===== src/rtl/seg_display_driver.sv =====
// Eight-digit multiplexed hex display driver for the CPU display syscall.
// Clocked from the free-running clock so refresh continues after a CPU halt.
module seg_display_driver #(
   parameter int unsigned SCAN_DIV   = 4,
   parameter int unsigned NUM_DIGITS = 8
) (
   input  logic        clk,
   input  logic        rst_n,
   input  logic        disp_we,
   input  logic [31:0] disp_data,
   input  logic        halt,
   input  logic        lz_blank,
   output logic [7:0]  an,
   output logic [6:0]  seg,
   output logic        dp,
   output logic [31:0] shown_value,
   output logic [15:0] update_count
);

   localparam logic [15:0] DIV_LAST = 16'(SCAN_DIV - 1);
   localparam logic [2:0]  IDX_LAST = 3'(NUM_DIGITS - 1);

   logic [31:0] r_shown;
   logic [15:0] r_count;
   logic [15:0] r_div;
   logic [2:0]  r_idx;
   logic [7:0]  r_an;
   logic [6:0]  r_seg;
   logic        r_dp;

   logic [4:0]  w_shamt;
   logic [3:0]  w_nibble;
   logic [31:0] w_upper;
   logic        w_blank;
   logic [6:0]  w_hex;
   logic [7:0]  w_an;
   logic [6:0]  w_seg;
   logic        w_dp;

   always_ff @(posedge clk or negedge rst_n) begin
      if (!rst_n) begin
         r_shown <= '0;
         r_count <= '0;
      end else if (disp_we) begin
         r_shown <= disp_data;
         if (r_count != 16'hFFFF) begin
            r_count <= r_count + 16'd1;
         end
      end
   end

   always_ff @(posedge clk or negedge rst_n) begin
      if (!rst_n) begin
         r_div <= '0;
         r_idx <= '0;
      end else if (r_div == DIV_LAST) begin
         r_div <= '0;
         r_idx <= (r_idx == IDX_LAST) ? 3'd0 : r_idx + 3'd1;
      end else begin
         r_div <= r_div + 16'd1;
      end
   end

   // Digit field and leading-zero test both derive from the registered idx/value.
   always_comb begin
      w_shamt  = {r_idx, 2'b00};
      w_nibble = r_shown[w_shamt +: 4];
      w_upper  = r_shown >> w_shamt;
      w_blank  = lz_blank && (r_idx != 3'd0) && (w_upper == 32'd0);
   end

   always_comb begin
      w_hex = 7'h7F;
      case (w_nibble)
         4'h0: w_hex = 7'h40;
         4'h1: w_hex = 7'h79;
         4'h2: w_hex = 7'h24;
         4'h3: w_hex = 7'h30;
         4'h4: w_hex = 7'h19;
         4'h5: w_hex = 7'h12;
         4'h6: w_hex = 7'h02;
         4'h7: w_hex = 7'h78;
         4'h8: w_hex = 7'h00;
         4'h9: w_hex = 7'h10;
         4'hA: w_hex = 7'h08;
         4'hB: w_hex = 7'h03;
         4'hC: w_hex = 7'h46;
         4'hD: w_hex = 7'h21;
         4'hE: w_hex = 7'h06;
         4'hF: w_hex = 7'h0E;
         default: w_hex = 7'h7F;
      endcase
   end

   // Blanked digits keep their anode enabled so every digit gets equal on-time.
   always_comb begin
      w_an  = ~(8'b0000_0001 << r_idx);
      w_seg = w_blank ? 7'h7F : w_hex;
      w_dp  = ~(halt && (r_idx == 3'd0));
   end

   always_ff @(posedge clk or negedge rst_n) begin
      if (!rst_n) begin
         r_an  <= 8'hFF;
         r_seg <= 7'h7F;
         r_dp  <= 1'b1;
      end else begin
         r_an  <= w_an;
         r_seg <= w_seg;
         r_dp  <= w_dp;
      end
   end

   assign an           = r_an;
   assign seg          = r_seg;
   assign dp           = r_dp;
   assign shown_value  = r_shown;
   assign update_count = r_count;

endmodule


===== config.mk =====
export PLATFORM = sky130hd
export DESIGN_NAME = seg_display_driver
export DESIGN_NICKNAME = d
export VERILOG_FILES = /design/src/rtl/seg_display_driver.sv
export SDC_FILE = /design/constraint.sdc
export NUM_CORES = 1
export LEC_CHECK = 0
export BUFFER_PORTS_ARGS = -buffer_cell sky130_fd_sc_hd__buf_2
export CAP_MARGIN = 0
export CORE_AREA = 2 2 120 122
export DETAILED_ROUTE_END_ITERATION = 8
export DIE_AREA = 0 0 122 124
export PLACE_DENSITY_LB_ADDON = 0.25
export SLEW_MARGIN = 20
export SYNTH_ARGS = -nofsm -noshare
export SYNTH_HDL_FRONTEND = slang
export SYNTH_SLANG_ARGS = --single-unit

===== constraint.sdc =====
create_clock -name clk -period 3.49 [get_ports clk]
set_input_delay 0.1745 -clock clk [delete_from_list [all_inputs] [get_ports clk]]
set_output_delay 0.1745 -clock clk [all_outputs]
set_load 0.01 [all_outputs]

==> metrics <==
Hold Slack 0.06332 ns; R2R cell count 6; vias in the first global route 3065; Final ANT Viol Nets 0; fraction of layout cells with a size suffix above 1 40.62%; Core Util, Final 37.40%; Via-to-Cell Ratio 4.866; Syn Area/Cell 11.94 um2; post-synthesis xor/xnor area fraction 5.576%; GRT Total Usage 13.71%; Max Buffers Root-to-Sink 2; Setup Viol. Count Final 0; setup bufs post-CTS 0; multi-input logic area 1898 um2; crit share post-route 85.21%; Least-Margin Pin Slew 0.8666 ns; Critical Path AT 3.22 ns; DR iter-0 viols 153; IO Port Bufs 100; initial core utilization 29.77%; Fill cells 1388; post-synthesis async set-or-reset flop share 100.0%; top cells by area, synth dfrtp_1, dfstp_2, mux2_2, ha_1, xor2_1; DRT Pass-1 Iters 4; Post-Syn Nets 393; cts bufs inserted 9; complex-gate fraction of the synthesized area 5.637%; final hold violations 0; WS Path Type flop to flop; Worst EP required 3.74 ns; CTS tree yes; setup TNS 0 ns; Worst Setup Start Kind flop; Root Buffer clkbuf_16; relative slew slack 42.22%; DIE AREA 15130 um2; Clk pwr share 39.2%; Fmax 336.3 MHz; Rows 43; Switch Pwr 0.6850 mW; worst vdd ir 0.0001962 V; Mapped Area 4084 um2; outcome complete, no violations; Tightest Hold Check Type input pin to flop; Max Slew Vio Count 0; Pleak 2.382 nW; Diodes inserted 0; cell count after synthesis 342; Combinational Power Share 15.8%; Layout area overhead 25.64%; grt ovf 0; Yosys top cell by area dfrtp_1; number of flops mapped to enable cells by yosys 0; first-pass GRT wire length 15760 um; core area 13720 um2; final layout net count 499; worst clock skew 0.003884 ns; DRT Wirelength 9755 um; routed vias 3080; ys flop type dfrtp_1; H-tree Lvls 3; Yosys warnings 0; portion of netlist area occupied by mux cells 16.67%; Residual DRC 0; top-area cell type share of the netlist area 41.05%; largest net degree at the start of global routing 69; Yosys reg bits 83; worst hold stages 2; RSZ-0062 raised after global routing no; largest family of logic cells by synthesized area multiplexers; critical path peak fanout 19; internal power 1.913 mW; Sw Share 26.37%; Cell variety after synth 46; Sequential Power Share 45.0%; HPWL Detailed 7255 um; Synth Area in Adders 4.289%; clk sinks 83; Horiz. Die Dim 122 um; initial antenna violation count 0; Max Cap Viol 0; clock transition at the registers of the reported paths 0.06 ns; Top Ports 101; Pwr per Cell Area 506.3 nW/um2; Seq/Total Area, Yosys 51.35%; drt wl/cell 15.41 um; clk_lat worst skew 0.34 ns; die span in y 124 um; Worst Setup End Kind flop; Tmin final 2.974 ns; FF/Latch Area 2097 um2; gpl congestion 0.8327; Post-Synth Simple-Gate Area 14.31%
-- synthesized netlist by cell type (2+ instances only) --
library cell	n
a21o_1	2
o221ai_1	2
nand4_1	8
and2_1	4
ha_1	14
o21ai_0	8
inv_1	9
nor4_1	10
and4_1	2
clkbuf_1	8
mux4_1	2
o22ai_1	3
a22oi_1	3
mux4_2	6
nor3_1	11
dfrtp_1	67
dfstp_2	16
a21oi_1	6
nor2_1	16
mux2_2	34
nor2b_1	2
or2_2	8
a211oi_1	2
nand2b_1	3
nand3_1	13
and3_1	10
xnor2_1	10
xor2_1	16
mux2i_1	11
nand2_1	20
-- cell families after synthesis --
kind of cell / after synthesis
compound gates: 34
mux: 53
flops: 83
fa+ha+maj: 14
buf+inv: 21
xor+xnor: 26
simple gates: 111
-- cell type report --
type	instances	area share, %
inverters	10	0.7315
flip-flops and latches	83	40.87
multi-input cells	238	36.99
repair buffers	106	10.78
clock buffers	12	4.804
well taps	180	4.389
clock inverters	4	1.439
-- critical path: stages (launching register included) --
cell and delay (ns):
dfrtp_1 0.79, mux4_2 0.59, mux2i_1 0.44, ha_1 0.29, nand4_1 0.10, or3_1 0.43
o221ai_1 0.25
-- placed cells by master, fill, tap and decap left out, types with 13 or more instances in the layout --
| cell type | n |
|---|---|
| buf_2 | 99 |
| dfrtp_1 | 67 |
| dfstp_2 | 16 |
| ha_1 | 14 |
| mux2_2 | 34 |
| nand2_1 | 20 |
| nand3_1 | 13 |
| nor2_1 | 16 |
| xor2_1 | 16 |
-- registers in the layout (all words and copies together), names as in the netlist --
signal        cells
an                8
dp                1
r_div            16
seg               7
r_idx             3
update_count     16
shown_value      32
-- final timing paths --
kind / to / from / slack [ns]
setup / recovery: seg[4] / r_idx[0] / 0.52
hold / removal: shown_value[5] / disp_data[5] / 0.06
setup reg to reg: seg[4] / r_idx[0] / 0.52
hold reg to reg: r_div[15] / r_div[15] / 0.48
max in group asynchronous: shown_value[30] / rst_n / 2.25
min in group asynchronous: shown_value[1] / rst_n / 0.50
-- power by group through the flow --
stage	Clock (mW)	Sequential, mW	Combinational [mW]
floorplan	0	1.20	0.196
detailed placement	0	1.19	0.416
global placement	0	1.19	0.412
CTS	1.06	1.17	0.419
finish	1.02	1.17	0.411
global route	1.09	1.19	0.456
-- stage by stage --
stage	area [um2]	total power, mW	setup slack, ns	std cells
floorplan	4084	1.396	0.7478	342
CTS	5131	2.649	0.4995	633
finish	5131	2.598	0.5162	633
global route	5131	2.736	0.2500	633
global placement	4791	1.598	0.6665	615
detailed placement	4791	1.605	0.5101	615
-- repair_timing --
item	in CTS	in global routing
resized for setup	0	0
hold endpoints to repair	24	0
hold buffers	2	0
-- layer usage --
layer	wire [um]	part of all wire, %	global-route usage, %
met5	0	0	0
met4	213	2.2	6.537
met1	4493	46	17.96
met2	4539	47	21.54
met3	509	5.2	3.068
Power figures use the tool's default switching activity.
